File: config.mk
export PLATFORM = sky130hd
export DESIGN_NAME = mcpu_mem_responder
export DESIGN_NICKNAME = d
export VERILOG_FILES = /design/src/rtl/mcpu_mem_pkg.sv /design/src/rtl/mcpu_mem_array.sv /design/src/rtl/mcpu_mem_responder.sv
export SDC_FILE = /design/constraint.sdc
export NUM_CORES = 2
export LEC_CHECK = 0
export CAP_MARGIN = 25
export CORE_ASPECT_RATIO = 0.6
export CORE_MARGIN = 2
export CORE_UTILIZATION = 55
export DETAILED_ROUTE_END_ITERATION = 10
export GPL_TIMING_DRIVEN = 0
export MAX_ROUTING_LAYER = met4
export PLACE_DENSITY = 0.69
export SLEW_MARGIN = 20
export SYNTH_ARGS = -nofsm -noshare
export SYNTH_HDL_FRONTEND = slang
export SYNTH_SLANG_ARGS = --single-unit
File: constraint.sdc
create_clock -name clk -period 3.84 [get_ports clk]
set_input_delay 0.576 -clock clk [delete_from_list [all_inputs] [get_ports clk]]
set_output_delay 0.576 -clock clk [all_outputs]
set_load 0.005 [all_outputs]
File: src/rtl/mcpu_mem_pkg.sv
// mcpu_mem_pkg: shared types and constants for the memory responder slice.
//   state_e      : responder FSM states (IDLE, WAIT, RESP)
//   ADDR_W_DEF   : default request address width
//   DATA_W_DEF   : default data width
//   DEPTH        : word count of the default-sized array
package mcpu_mem_pkg;
  localparam int ADDR_W_DEF = 6;
  localparam int DATA_W_DEF = 8;
  localparam int DEPTH      = 2 ** ADDR_W_DEF;

  typedef enum logic [1:0] {
    IDLE = 2'd0,
    WAIT = 2'd1,
    RESP = 2'd2
  } state_e;
endpackage

File: src/rtl/mcpu_mem_array.sv
// mcpu_mem_array: flop-based 2**ADDR_W x DATA_W storage.
//   clk, rst_n          : clock, async active-low clear of every word and rd_q
//   ld_en/ld_addr/ld_data : host preload write port (lower priority)
//   wr_en/wr_addr/wr_data : responder write port (wins on address collision)
//   rd_addr             : read address; rd_data is the combinational word
//   rd_en               : captures mem[rd_addr] into rd_q on the edge
//   rd_q                : registered read data, held between rd_en pulses
module mcpu_mem_array
  import mcpu_mem_pkg::*;
#(
  parameter int ADDR_W = ADDR_W_DEF,
  parameter int DATA_W = DATA_W_DEF
) (
  input  logic              clk,
  input  logic              rst_n,
  input  logic              ld_en,
  input  logic [ADDR_W-1:0] ld_addr,
  input  logic [DATA_W-1:0] ld_data,
  input  logic              wr_en,
  input  logic [ADDR_W-1:0] wr_addr,
  input  logic [DATA_W-1:0] wr_data,
  input  logic              rd_en,
  input  logic [ADDR_W-1:0] rd_addr,
  output logic [DATA_W-1:0] rd_data,
  output logic [DATA_W-1:0] rd_q
);
  localparam int WORDS = 2 ** ADDR_W;

  logic [WORDS-1:0][DATA_W-1:0] mem;

  assign rd_data = mem[rd_addr];

  // Read samples pre-edge contents; the later wr_en assignment overrides ld_en
  // when both target the same word.
  always_ff @(posedge clk or negedge rst_n) begin
    if (!rst_n) begin
      mem  <= '0;
      rd_q <= '0;
    end else begin
      if (rd_en) rd_q <= mem[rd_addr];
      if (ld_en) mem[ld_addr] <= ld_data;
      if (wr_en) mem[wr_addr] <= wr_data;
    end
  end
endmodule

File: src/rtl/mcpu_mem_responder.sv
// mcpu_mem_responder: single-initiator memory responder with host preload.
//   clk, rst_n       : clock, async active-low reset
//   req_valid/we/addr/wdata : request, held stable until rsp_ack
//   rsp_ack          : one-cycle completion pulse (RESP state)
//   rsp_rdata        : read data, valid with rsp_ack, held until next read ack
//   busy             : FSM not in IDLE
//   ld_en/ld_addr/ld_data : host preload, any state, blocks acceptance in IDLE
//   cfg_wait         : wait states per access, only with MCPU_MEM_WAIT_EN
// Macro MCPU_MEM_WAIT_EN: builds the WAIT state and counter; otherwise the
// access latency is fixed at one cycle and cfg_wait is ignored.
module mcpu_mem_responder
  import mcpu_mem_pkg::*;
#(
  parameter int ADDR_W = ADDR_W_DEF,
  parameter int DATA_W = DATA_W_DEF
) (
  input  logic              clk,
  input  logic              rst_n,
  input  logic              req_valid,
  input  logic              req_we,
  input  logic [ADDR_W-1:0] req_addr,
  input  logic [DATA_W-1:0] req_wdata,
  output logic              rsp_ack,
  output logic [DATA_W-1:0] rsp_rdata,
  output logic              busy,
  input  logic              ld_en,
  input  logic [ADDR_W-1:0] ld_addr,
  input  logic [DATA_W-1:0] ld_data,
  input  logic [1:0]        cfg_wait
);
  state_e state, state_nx;
  logic              we_q;
  logic [ADDR_W-1:0] addr_q;
  logic [DATA_W-1:0] wdata_q;
  logic              accept;
  logic              wr_en, rd_en;
  logic [DATA_W-1:0] rd_data, rd_q;

  assign accept = (state == IDLE) && req_valid && !ld_en;

`ifdef MCPU_MEM_WAIT_EN
  logic [1:0] cnt_q, cnt_nx;

  always_ff @(posedge clk or negedge rst_n) begin
    if (!rst_n) cnt_q <= '0;
    else        cnt_q <= cnt_nx;
  end
`else
  logic unused_cfg_wait;
  assign unused_cfg_wait = ^cfg_wait;
`endif

  always_ff @(posedge clk or negedge rst_n) begin
    if (!rst_n) begin
      state   <= IDLE;
      we_q    <= 1'b0;
      addr_q  <= '0;
      wdata_q <= '0;
    end else begin
      state <= state_nx;
      if (accept) begin
        we_q    <= req_we;
        addr_q  <= req_addr;
        wdata_q <= req_wdata;
      end
    end
  end

  always_comb begin
    state_nx = state;
`ifdef MCPU_MEM_WAIT_EN
    cnt_nx = cnt_q;
`endif
    case (state)
      IDLE: if (accept) begin
`ifdef MCPU_MEM_WAIT_EN
        cnt_nx   = cfg_wait;
        state_nx = (cfg_wait != 2'd0) ? WAIT : RESP;
`else
        state_nx = RESP;
`endif
      end
`ifdef MCPU_MEM_WAIT_EN
      // Counter was loaded with the wait count; leave on the cycle it reads 1
      // so exactly cfg_wait WAIT cycles elapse.
      WAIT: begin
        cnt_nx = cnt_q - 2'd1;
        if (cnt_q <= 2'd1) state_nx = RESP;
      end
`endif
      RESP:    state_nx = IDLE;
      default: state_nx = IDLE;
    endcase
  end

  assign rsp_ack = (state == RESP);
  assign busy    = (state != IDLE);
  assign wr_en   = rsp_ack && we_q;
  assign rd_en   = rsp_ack && !we_q;

  // During a read ack present the live word; rd_q captures it on the same
  // edge and holds it afterwards, so writes never disturb rsp_rdata.
  assign rsp_rdata = rd_en ? rd_data : rd_q;

  mcpu_mem_array #(.ADDR_W(ADDR_W), .DATA_W(DATA_W)) u_array (
    .clk     (clk),
    .rst_n   (rst_n),
    .ld_en   (ld_en),
    .ld_addr (ld_addr),
    .ld_data (ld_data),
    .wr_en   (wr_en),
    .wr_addr (addr_q),
    .wr_data (wdata_q),
    .rd_en   (rd_en),
    .rd_addr (addr_q),
    .rd_data (rd_data),
    .rd_q    (rd_q)
  );
endmodule

==> PnR_summary.wiki <==
{| class="wikitable"
! Metric !! Value
|-
| DR vias || 29.0k
|-
| Max-slew violations || 0
|-
| Total Routing Usage GR || approximately 57%
|-
| Cell at the root of the clock tree || sky130_fd_sc_hd__clkbuf_16
|-
| Min Clock Period, post-route || ~4.2 ns
|-
| Main synth FF type || sky130_fd_sc_hd__dfrtp_1
|-
| Setup TNS || -3.15 ns
|-
| Proportion of layout cells with a drive suffix above 1 || between 10% and 20%
|-
| Die extent in y || between 150 and 200 µm
|-
| Number of optimization iterations in the first detailed-route pass || 11
|-
| Die area || approximately 0.055 mm²
|-
| Clk_skew || around 0.038 ns
|-
| DRC marker count from the first detailed-route iteration || ~6k
|-
| Synth Instances || ~3.0k
|-
| Top-Level Pins || between 40 and 50
|-
| Setup crit start kind || flip-flop
|-
| Number of placement rows || 65
|-
| Clk sink count || between 500 and 600
|-
| H-tree depth || 2
|-
| Max-cap viol count || 0
|-
| Post-detailed-route DRC marker count || 0
|-
| Startpoint-to-endpoint class of the critical path || flip-flop to output pin
|-
| Buffers on Ports || 32
|-
| Final weighted congestion in routability-driven placement || roughly 1.1
|-
| Wl on met1 || 55.2 mm
|-
| Clock edge transition at the registers on the reported setup and hold paths || roughly 0.070 ns
|-
| TritonCTS clock tree || yes
|-
| Final cycle utilization of the critical path || 109%
|-
| LEAKAGE || roughly 14 nW
|-
| Worst Setup End Kind || output pin
|-
| Headroom to the max-slew limit || a little under an eighth
|-
| Achievable Freq || roughly 240 MHz
|-
| Post-Route Hold Slack || ~0.5 ns
|-
| Critical Path RT || 3.26 ns
|-
| Combinational Power Share || between 30 and 40%
|-
| Met3 Wirelength || roughly 32 mm
|-
| Register share of total power || 40.1%
|-
| NetSw || 0.00805 W
|-
| Final setup violation count || 16
|-
| Area of the core || ~0.053 mm²
|-
| Total CTS buffers || 52
|-
| FF+latch count, synth || ~540
|-
| Synth Net Count || 3,031
|-
| Count of cell types in the netlist || 52
|-
| Average routed wire per standard cell || between 30 and 40 µm
|-
| Area added between synthesis and finish || 17.3%
|-
| Part of the power in the clock network || around 28%
|-
| PwrDens || approximately 600 mW/mm²
|-
| Final hold violation count || 0
|-
| Arrival time reported for the critical path endpoint || 3.60 ns
|-
| Actual slew at the worst max-slew pin || ~1.3 ns
|-
| Via count of the first global-routing pass || ~27k
|-
| Worst voltage drop across the vdd grid || 0.488 mV
|-
| Hold/Removal Path Class || input port to flip-flop
|-
| Cell Area, Synth || between 0.02 and 0.03 mm²
|-
| Unrepaired setup endpoints after global routing || true
|-
| Pin count of the biggest net entering global routing || around 100
|-
| Insertion delay of the later-clocked pin in the worst-skew pair || between 0.6 and 0.7 ns
|-
| Internal power contribution || 0.0125 W
|-
| Synth warn || 0
|-
| Via count normalized by instance count || roughly 7.4
|-
| Status || finished with violations
|-
| Sw Ratio || roughly two fifths
|-
| Initial antenna violation count || 8
|-
| Number of antenna-violating nets in the routed design || 0
|-
| Number of synthesized flops with an enable pin || 0
|-
| NumNets Final || 3,194
|-
| Detailed Place HPWL || 108 mm
|-
| Clock tree buffer depth || 3
|-
| Async set-reset flop share out of synthesis || 100%
|-
| Maximum fanout along the worst path || 8
|-
| Failing checks || negative setup slack
|-
| Avg Cell Area, Syn || a little under 10 µm²
|-
| Share of synthesized area occupied by flip-flops and latches || about 46%
|-
| Effective utilization at floorplan || between 50% and 60%
|-
| Total wirelength of the detailed-routed design || about 150 mm
|-
| First-pass GRT wire length || 210 mm
|-
| Worst Slack Setup Final || -0.334 ns
|-
| Max Used Layer || met4
|-
| Die width || 303 µm
|-
| Routed met2 length || 56.2 mm
|-
| Congestion Overflow GR || 0
|}
==> what timing repair did <==
action,4_1_cts,5_1_grt
buffers inserted,34,13
endpoints found under the setup margin,10,13
endpoints found under the hold margin,15,0
hold buffers,1,0
gates resized for setup,272,51
gates cloned,1,0
pin swaps,30,20
==> cells in the final DEF (no fill, tap or decap), types with 10 or more instances in the layout <==
cell type and count:
sky130_fd_sc_hd__clkbuf_1 141, sky130_fd_sc_hd__o21ai_1 11, sky130_fd_sc_hd__diode_2 14, sky130_fd_sc_hd__buf_16 17, sky130_fd_sc_hd__nand3_1 20, sky130_fd_sc_hd__mux2i_4 13, sky130_fd_sc_hd__dfrtp_1 535, sky130_fd_sc_hd__mux4_2 58
sky130_fd_sc_hd__mux2i_1 575, sky130_fd_sc_hd__clkbuf_8 13, sky130_fd_sc_hd__clkbuf_16 53, sky130_fd_sc_hd__nand2_1 369, sky130_fd_sc_hd__nor2_2 35, sky130_fd_sc_hd__mux2_2 40, sky130_fd_sc_hd__buf_1 13, sky130_fd_sc_hd__clkbuf_4 12
sky130_fd_sc_hd__nor2_1 304, sky130_fd_sc_hd__buf_8 19, sky130_fd_sc_hd__a21oi_1 266, sky130_fd_sc_hd__buf_2 47, sky130_fd_sc_hd__buf_4 54, sky130_fd_sc_hd__a22oi_1 26, sky130_fd_sc_hd__buf_12 11, sky130_fd_sc_hd__o21ai_2 10
sky130_fd_sc_hd__clkinv_2 11, sky130_fd_sc_hd__clkbuf_2 19, sky130_fd_sc_hd__o21ai_0 288, sky130_fd_sc_hd__buf_6 24, sky130_fd_sc_hd__clkdlybuf4s50_1 23
==> cell usage after synthesis (3+ instances only) <==
master / n / share of area [%]
sky130_fd_sc_hd__nand2b_1: 6 / 0.13
sky130_fd_sc_hd__nand4_1: 5 / 0.11
sky130_fd_sc_hd__nor2_2: 24 / 0.51
sky130_fd_sc_hd__a22oi_1: 32 / 0.82
sky130_fd_sc_hd__o21ai_0: 303 / 5.1
sky130_fd_sc_hd__a21oi_1: 274 / 4.7
sky130_fd_sc_hd__buf_6: 4 / 0.15
sky130_fd_sc_hd__o21ai_1: 6 / 0.10
sky130_fd_sc_hd__a311oi_1: 3 / 0.089
sky130_fd_sc_hd__or3_1: 3 / 0.064
sky130_fd_sc_hd__a31oi_1: 10 / 0.21
sky130_fd_sc_hd__nor3_1: 11 / 0.19
sky130_fd_sc_hd__nor3b_1: 4 / 0.10
sky130_fd_sc_hd__buf_4: 21 / 0.54
sky130_fd_sc_hd__nor2_1: 318 / 4.1
sky130_fd_sc_hd__nand3b_1: 5 / 0.13
sky130_fd_sc_hd__a221o_1: 7 / 0.24
sky130_fd_sc_hd__dfrtp_1: 536 / 46
sky130_fd_sc_hd__o2bb2ai_1: 8 / 0.24
sky130_fd_sc_hd__or3b_2: 3 / 0.089
sky130_fd_sc_hd__mux2_2: 42 / 1.6
sky130_fd_sc_hd__nand2_1: 372 / 4.7
sky130_fd_sc_hd__nor2b_1: 9 / 0.19
sky130_fd_sc_hd__o32a_1: 4 / 0.14
sky130_fd_sc_hd__and3_1: 4 / 0.085
sky130_fd_sc_hd__a21o_1: 4 / 0.10
sky130_fd_sc_hd__mux2i_1: 594 / 20
sky130_fd_sc_hd__buf_1: 17 / 0.22
sky130_fd_sc_hd__mux4_2: 58 / 4.4
sky130_fd_sc_hd__buf_2: 61 / 1.0
sky130_fd_sc_hd__o22ai_1: 7 / 0.15
sky130_fd_sc_hd__a221oi_1: 15 / 0.45
sky130_fd_sc_hd__o211ai_1: 4 / 0.10
sky130_fd_sc_hd__inv_1: 3 / 0.038
sky130_fd_sc_hd__clkbuf_1: 164 / 2.1
sky130_fd_sc_hd__a22o_1: 7 / 0.21
sky130_fd_sc_hd__and3b_1: 3 / 0.089
sky130_fd_sc_hd__or2_2: 4 / 0.085
sky130_fd_sc_hd__nand3_1: 22 / 0.37
==> final timing paths <==
| path | depth (start not counted) | slack, ns | endpoint | startpoint |
|---|---|---|---|---|
| setup / recovery | 9 | -0.33 | rsp_rdata[0] | addr_q[0]$_DFFE_PN0P_ |
| hold / removal | 3 | 0.50 | addr_q[0]$_DFFE_PN0P_ | req_addr[0] |
| setup reg to reg | 7 | -0.22 | u_array.mem[478]$_DFF_PN0_ | addr_q[1]$_DFFE_PN0P_ |
| hold reg to reg | 2 | 0.57 | u_array.mem[183]$_DFF_PN0_ | u_array.mem[183]$_DFF_PN0_ |
| max in group asynchronous | 4 | 1.73 | u_array.mem[273]$_DFF_PN0_ | rst_n |
| min in group asynchronous | 2 | 0.56 | u_array.mem[445]$_DFF_PN0_ | rst_n |
==> per-layer routing <==
metal  vias to the layer above  global-route usage (%)
met3                       776                    35.9
li1                      10963                       -
met4                         0                    31.2
met2                      3098                    68.4
met1                     14168                    71.9
met5                         -                       -
==> worst max-delay path: stages (launching register included) <==
cell,delay [ns]
sky130_fd_sc_hd__dfrtp_1,0.37
sky130_fd_sc_hd__buf_12,0.16
sky130_fd_sc_hd__buf_16,0.18
sky130_fd_sc_hd__buf_6,0.12
sky130_fd_sc_hd__mux4_2,0.53
sky130_fd_sc_hd__mux2_4,0.32
sky130_fd_sc_hd__nand2_4,0.10
sky130_fd_sc_hd__nand4_1,0.41
sky130_fd_sc_hd__o32a_1,0.55
sky130_fd_sc_hd__buf_2,0.16
==> cell type report <==
cell class | count | area, µm²
antenna | 14 | 35.0
buffer | 265 | 1680
clock buffer | 71 | 1470
clock inverter | 26 | 309
fill | 4070 | 18200
inverter | 3 | 18.8
multi-input combinational | 2189 | 15500
sequential | 536 | 13400
tap | 703 | 880
timing repair buffer | 112 | 1250
==> through the flow <==
step | total power [W] | worst slack [ns] | area, µm² | cells | utilization (%)
2_1_floorplan | 0.0107 | 1.28 | 29400 | 2996 | -
3_3_place_gp | 0.0133 | -21.51 | 30600 | 3731 | 58.2
3_5_place_dp | 0.0136 | -1.39 | 31100 | 3759 | 59.0
4_1_cts | 0.0197 | -0.167 | 34200 | 3891 | 64.9
5_1_grt | 0.0207 | -0.206 | 34500 | 3912 | 65.5
6_report | 0.0206 | -0.334 | 34500 | 3919 | 65.5
==> sequential cells by signal, indices dropped and copies added (netlist names) <==
| signal | cells |
|---|---|
| u_array.rd_q | 8 |
| addr_q | 6 |
| state | 1 |
| we_q | 1 |
| wdata_q | 8 |
| u_array.mem | 512 |
==> cells by family (layout without fill, tap and decap cells) <==
logic type,Yosys count,after routing,share of synthesized area (%)
simple gates,799,799,11.1
buf+inv,271,477,4.12
compound gates,696,696,13.0
flops,536,536,45.6
mux,694,694,26.2
other cells,0,14,0
==> power groups by stage <==
stage                     clock network (W)  registers (W)  logic [W]
after global placement                    0        0.00811    0.00524
after global routing                0.00580        0.00827    0.00667
after CTS                           0.00557        0.00809    0.00605
after detailed placement                  0        0.00813    0.00545
after floorplan                           0        0.00760    0.00309
final                               0.00567        0.00826    0.00667
No activity file was read; power rests on OpenSTA's default activity.
